$ cat src/rtl/udp_rx.sv
// UDP receive parser: strips the 8-byte UDP header, filters on destination port,
// and packs payload bytes big-endian into 16-bit FIFO words with done/error status.
module udp_rx #(
    parameter bit          CHECK_PORT  = 1'b1,
    parameter int unsigned MAX_PAYLOAD = 1472
) (
    input  logic        clk,
    input  logic        rst_n,
    input  logic [15:0] local_udp_port,
    input  logic        udp_rx_start,
    input  logic        udp_rx_valid,
    input  logic [7:0]  udp_rx_data,
    input  logic        udp_rx_end,
    output logic        fifo_wr_en,
    output logic [15:0] fifo_wr_data,
    output logic [15:0] rx_source_port,
    output logic [15:0] rx_destination_port,
    output logic [15:0] rx_data_length,
    output logic        udp_rx_done,
    output logic        udp_rx_error,
    output logic        udp_rx_busy
);

    localparam logic [2:0] S_IDLE   = 3'd0;
    localparam logic [2:0] S_HEADER = 3'd1;
    localparam logic [2:0] S_DATA   = 3'd2;
    localparam logic [2:0] S_PAD    = 3'd3;
    localparam logic [2:0] S_DROP   = 3'd4;

    localparam logic [15:0] MAX_LEN = 16'(MAX_PAYLOAD + 8);

    logic [2:0]  state, state_n;
    logic [15:0] cnt, cnt_n;
    logic [15:0] src, src_n, dst, dst_n, len, len_n;
    logic [7:0]  hi, hi_n;
    logic        wr_n, done_n, err_n;
    logic [15:0] wdata_n;
    logic [15:0] len_field;

    assign len_field   = {len[15:8], udp_rx_data};
    assign udp_rx_busy = (state != S_IDLE);

    always_comb begin
        state_n = state;
        cnt_n   = cnt;
        src_n   = src;
        dst_n   = dst;
        len_n   = len;
        hi_n    = hi;
        wr_n    = 1'b0;
        wdata_n = fifo_wr_data;
        done_n  = 1'b0;
        err_n   = 1'b0;
        if (udp_rx_start) begin
            // A new datagram aborts whatever was in flight; only an unfinished parse is an error.
            err_n   = (state == S_HEADER) || (state == S_DATA);
            state_n = S_HEADER;
            cnt_n   = 16'd0;
            if (udp_rx_valid) begin
                src_n[15:8] = udp_rx_data;
                cnt_n       = 16'd1;
            end
        end else begin
            if (udp_rx_valid && state != S_IDLE)
                cnt_n = cnt + 16'd1;
            case (state)
                S_HEADER: if (udp_rx_valid) begin
                    case (cnt[2:0])
                        3'd0: src_n[15:8] = udp_rx_data;
                        3'd1: src_n[7:0]  = udp_rx_data;
                        3'd2: dst_n[15:8] = udp_rx_data;
                        3'd3: begin
                            dst_n[7:0] = udp_rx_data;
                            if (CHECK_PORT && ({dst[15:8], udp_rx_data} != local_udp_port))
                                state_n = S_DROP;
                        end
                        3'd4: len_n[15:8] = udp_rx_data;
                        3'd5: begin
                            len_n[7:0] = udp_rx_data;
                            if (len_field < 16'd8 || len_field > MAX_LEN) begin
                                err_n   = 1'b1;
                                state_n = S_DROP;
                            end
                        end
                        3'd7: begin
                            if (len == 16'd8) begin
                                done_n  = 1'b1;
                                state_n = S_PAD;
                            end else begin
                                state_n = S_DATA;
                            end
                        end
                        default: ; // checksum high byte ignored
                    endcase
                end
                S_DATA: if (udp_rx_valid) begin
                    // Header is 8 bytes, so even cnt means even payload index.
                    if (!cnt[0]) begin
                        hi_n = udp_rx_data;
                    end else begin
                        wr_n    = 1'b1;
                        wdata_n = {hi, udp_rx_data};
                    end
                    if (cnt == len - 16'd1) begin
                        if (!cnt[0]) begin
                            wr_n    = 1'b1;
                            wdata_n = {udp_rx_data, 8'h00};
                        end
                        done_n  = 1'b1;
                        state_n = S_PAD;
                    end
                end
                default: ;
            endcase
            if (udp_rx_end && state != S_IDLE) begin
                if (state_n == S_HEADER || state_n == S_DATA)
                    err_n = 1'b1;
                state_n = S_IDLE;
            end
        end
    end

    always_ff @(posedge clk or negedge rst_n) begin
        if (!rst_n) begin
            state               <= S_IDLE;
            cnt                 <= 16'd0;
            src                 <= 16'd0;
            dst                 <= 16'd0;
            len                 <= 16'd0;
            hi                  <= 8'd0;
            fifo_wr_en          <= 1'b0;
            fifo_wr_data        <= 16'd0;
            udp_rx_done         <= 1'b0;
            udp_rx_error        <= 1'b0;
            rx_source_port      <= 16'd0;
            rx_destination_port <= 16'd0;
            rx_data_length      <= 16'd0;
        end else begin
            state        <= state_n;
            cnt          <= cnt_n;
            src          <= src_n;
            dst          <= dst_n;
            len          <= len_n;
            hi           <= hi_n;
            fifo_wr_en   <= wr_n;
            fifo_wr_data <= wdata_n;
            udp_rx_done  <= done_n;
            udp_rx_error <= err_n;
            // Header fields are final well before completion, so the latched copies are safe here.
            if (done_n) begin
                rx_source_port      <= src;
                rx_destination_port <= dst;
                rx_data_length      <= len - 16'd8;
            end
        end
    end

endmodule

$ cat config.mk
export PLATFORM = sky130hd
export DESIGN_NAME = udp_rx
export DESIGN_NICKNAME = d
export VERILOG_FILES = /design/src/rtl/udp_rx.sv
export SDC_FILE = /design/constraint.sdc
export NUM_CORES = 1
export LEC_CHECK = 0
export CAP_MARGIN = 25
export CELL_PAD_IN_SITES_DETAIL_PLACEMENT = 1
export CELL_PAD_IN_SITES_GLOBAL_PLACEMENT = 2
export CORE_MARGIN = 5
export CORE_UTILIZATION = 38
export CTS_BUF_LIST = sky130_fd_sc_hd__clkbuf_2
export CTS_CLUSTER_DIAMETER = 30
export DETAILED_ROUTE_END_ITERATION = 10
export PLACE_DENSITY_LB_ADDON = 0.15
export SYNTH_ARGS = -nofsm -noshare
export SYNTH_HDL_FRONTEND = slang
export SYNTH_SLANG_ARGS = --single-unit
$ cat constraint.sdc
create_clock -name clk -period 3.2 [get_ports clk]
set_clock_uncertainty 0.05 [all_clocks]
set_input_delay 0.64 -clock clk [delete_from_list [all_inputs] [get_ports clk]]
set_output_delay 0.64 -clock clk [all_outputs]
set_load 0.01 [all_outputs]
==> impl_summary.md, run 1 <==
Clock network
TritonCTS built the clock tree. The root buffer cell chosen for the clock tree is clkbuf_2. CTS saw 142 sinks. The total CTS buffers is 17. The largest buffer count on any clock path is 2. The number of levels the H-tree was split into is 4. The clock transition at the registers of the reported paths is 0.28 ns. Clock latency on the worst-skew pair, taken at its later pin, is 0.75 ns.

Die
In this run the vertical extent of the chip is 147 microns. In this run the standard cell core region covers 0.0186 sq mm. In this run the horizontal extent of the chip is 147 microns.

The floorplan die area is 0.0217 sq mm. Row generation in the floorplan step produced 50 rows. Pin placement for this block handled 97 I/O pins. The initial core utilization is 38.4%.

Yosys
Measured against the total synthesized area, the mux share comes to 15.7%. After synthesis the netlist holds a flip-flop and latch count of 142. The net count after synthesis is 667. During synthesis, Yosys emitted a total of 0 warnings. Of the synthesized area, sequential elements account for 49.6%. The count of different cell masters after synthesis is 62. After synthesis, the share of flip-flops with an asynchronous set or reset is 100%. The most frequently used flop master after synthesis is dfrtp_1. After synthesis, the largest family of logic cells by area is multiplexers. Counting every instance in the synthesized netlist gives 629. Summing the areas of all compound-gate instances in the mapped netlist gives 9.96% of the synthesized area.

The cell area that synthesis handed to floorplanning was 0.00716 sq mm. The post-synthesis adder-cell area fraction is 1.57%. The synthesized netlist devotes 6.60% of its cell area to XOR and XNOR gates.

Summing the areas of all and, or, nand and nor instances in the mapped netlist gives 12.2% of the synthesized area. The average footprint of a synthesized cell is 11.4 sq um. The number of flops mapped to enable cells by yosys is 0.

Place
The quantity of I/O buffers inserted on ports is 96. The setup slack after placement is -0.00395 ns. Summed over all nets, the half-perimeter wirelength after detailed placement is 15.0 mm.

The final weighted congestion in routability-driven placement is 0.846.

Global route
The total grt overflow is 0. The maximum number of pins on one net before global-route repair is 70. The first-pass GRT wire length is 32.6 mm. The initial antenna violation count is 1. The overall fraction of global-route tracks in use is 19.1%. The number of global-route vias before repair is 5674.

STA
Dividing the final minimum period by the clock period gives 96.1%. Setup violations remaining at the end of the flow were counted as 0. The number of pins with negative max-slew slack in the final report is 0.

The minimum clock period is 3.08 ns. The slew at the pin closest to its max-slew limit is 0.659 ns. The relative slew slack is 56.1%.

The final count of hold timing violations is 0. The final critical-path setup slack is 0.124 ns. Timing would allow up to 325 MHz.

Routing
The detailed-route vias per instance is 5.29. For this block, the routed nets add up to 20.6 mm of wire. The number of remaining DRC errors is 0.

The number of DRC markers after the initial detailed-route iteration is 265. Once detail routing completed, the nets flagged for antenna violations numbered 0. The via total after detailed routing is 5279. The routed wirelength normalized by instance count is 20.7 microns. The number of optimization iterations in the first detailed-route pass is 4.

Critical path
The type of destination of the critical path is a flip-flop. The data required time at the worst endpoint is 3.84 ns. The source of the worst register-to-register timing path is len[3]$_DFFE_PN0P_.

The worst-case reg-to-reg path depth is 11. The beginning of the critical path is len[3]$_DFFE_PN0P_. The maximum fanout along the worst path is 17. Data arrives at the worst endpoint at 3.72 ns. The critical path startpoint category is a flip-flop.

The worst setup path is of the reg2reg kind.

Pwr
The worst voltage drop across the vdd grid is 233 uV. In this run the static leakage power is 3.97 nW. The overall power after layout is 4.68 mW.

The cell area power density is 524 mW/mm^2.

Cells and area
The multi-input combinational cells in the finished layout cover a total of 0.00336 sq mm. The fraction of final layout cells sized beyond drive strength 1 is 24.8%. Relative to the synthesized area, the layout overhead comes to 24.8%.

The final net count is 788. The layout has 2007 filler cells. Once layout is complete, the utilization of the core stands at 47.9%. Across the whole layout, storage elements account for 0.00355 sq mm.

Worst hold path
The path type of the worst min-delay path is in2async.

Run status
The run finished with clean final reports.

Run
Across the run, the number of max-cap violations was 0.
[critical path, cell delays in order, from the launching register on]
cell and delay, ns:
dfrtp_1 0.43, inv_1 0.14, ha_2 0.24, nor3b_4 0.27
nand3_2 0.14, o31a_1 0.32, nor4_4 0.31, o2111ai_4 0.21
o21ai_4 0.19, buf_12 0.15, clkbuf_16 0.21, mux2_2 0.35
[state kept, by name, indices dropped and copies added, names as in the netlist, named ones only]
name / flops
cnt: 16
dst: 16
len: 16
rx_data_length: 16
rx_destination_port: 16
rx_source_port: 16
src: 16
fifo_wr_data: 8
hi: 8
state: 3
fifo_wr_en: 1
udp_rx_done: 1
udp_rx_error: 1
[Yosys cell counts, types with 4 or more instances]
| cell | number | area (sq um) |
|---|---|---|
| a21oi_1 | 10 | 50.1 |
| a22o_1 | 17 | 149 |
| a31oi_1 | 10 | 62.6 |
| and3_1 | 7 | 43.8 |
| and4_1 | 4 | 35.0 |
| clkbuf_1 | 31 | 116 |
| dfrtp_1 | 142 | 3550 |
| ha_1 | 9 | 113 |
| inv_1 | 18 | 67.6 |
| mux2_2 | 59 | 664 |
| mux2_4 | 30 | 450 |
| nand2_1 | 56 | 210 |
| nand3_1 | 10 | 50.1 |
| nand4_1 | 9 | 56.3 |
| nor2_1 | 37 | 139 |
| nor3_1 | 13 | 65.1 |
| nor4_1 | 11 | 68.8 |
| o211ai_1 | 5 | 37.5 |
| o21ai_0 | 28 | 140 |
| xnor2_1 | 22 | 193 |
| xor2_1 | 32 | 280 |
[metal layers]
| metal | vias to the layer above | wire length [microns] | GRT usage [%] |
|---|---|---|---|
| met3 | 22 | 593 | 3.36 |
| met2 | 86 | 10100 | 31.7 |
| met1 | 2700 | 9610 | 25.5 |
| met4 | 0 | 320 | 5.87 |
| met5 | - | 0 | 0 |
| li1 | 2471 | - | - |
[area by class of cell]
class,instances,share of cell area (%)
clock inverters,15,1.96
inverters,18,0.756
diodes,1,0.0280
repair buffers,144,15.7
well taps,234,3.28
flip-flops and latches,142,39.8
clock buffers,17,0.952
multi-input cells,427,37.6
[report_power, final]
| part | internal (mW) | leakage (nW) | switching [mW] |
|---|---|---|---|
| Sequential | 2.00 | 1.91 | 0.236 |
| Clock | 0.344 | 0.161 | 0.824 |
| Combinational | 0.603 | 1.90 | 0.674 |
[placed cells by master, fill, tap and decap left out, drive strengths merged, types with 3 or more instances in the layout]
cell type,netlist,routed
nand4,9,9
dfrtp,142,142
mux2,89,89
a22o,17,17
a21oi,10,10
ha,9,9
a211oi,3,3
buf,11,46
nor2,37,37
clkbuf,31,19
o211ai,5,5
o22ai,3,3
and2,3,3
nor2b,3,3
o21ai,30,30
nor3,15,15
nor4b,3,3
o2111ai,4,4
and3,7,7
or3,3,3
nand2,56,56
nand3,11,11
a31oi,10,10
inv,18,31
nor4,14,14
and4,4,4
xnor2,22,22
clkdlybuf4s50,0,95
xor2,32,32
[through the flow]
step | hold slack, ns | setup TNS [ns] | cells | instance area [sq um]
finish | 0.336 | 0 | 998 | 8940
CTS | 0.282 | 0 | 993 | 8830
detailed placement | 0.424 | -0.00395 | 960 | 8530
global route | 0.319 | -0.0181 | 998 | 8940
global placement | 0.410 | 0 | 960 | 8530
floorplan | 0.294 | 0 | 629 | 7160
[kinds of logic after synthesis]
group                      after synthesis
AOI/OAI and AO/OA                      102
buffers and inverters                   60
and+or+nand+nor                        172
adders and majority gates                9
muxes                                   90
DFF                                    142
xor gates and xnor gates                54
[final timing paths]
kind | endpoint | slack [ns]
min in group clk | rx_destination_port[4]$_DFFE_PN0P_ | 0.47
setup / recovery | rx_source_port[3]$_DFFE_PN0P_ | 0.12
hold / removal | rx_source_port[9]$_DFFE_PN0P_ | 0.34
max in group asynchronous | rx_destination_port[15]$_DFFE_PN0P_ | 1.91
hold reg to reg | rx_destination_port[4]$_DFFE_PN0P_ | 0.47
setup reg to reg | rx_source_port[3]$_DFFE_PN0P_ | 0.12
[repair_timing]
action / in CTS / in global routing
cloned: 0 / 2
setup endpoints to repair: 15 / 59
buffers inserted: 0 / 2
gates resized for setup: 5 / 7
hold buffers: 1 / 0
pin swaps: 0 / 1
endpoints found under the hold margin: 67 / 0
No activity file was read; power rests on OpenSTA's default activity.
==> inputs of run 2 (changes only) <==
SLEW_MARGIN = 20   (was default)
==> results of run 2 <==
Final layout, timing and power as in run 1 (identical DEF).
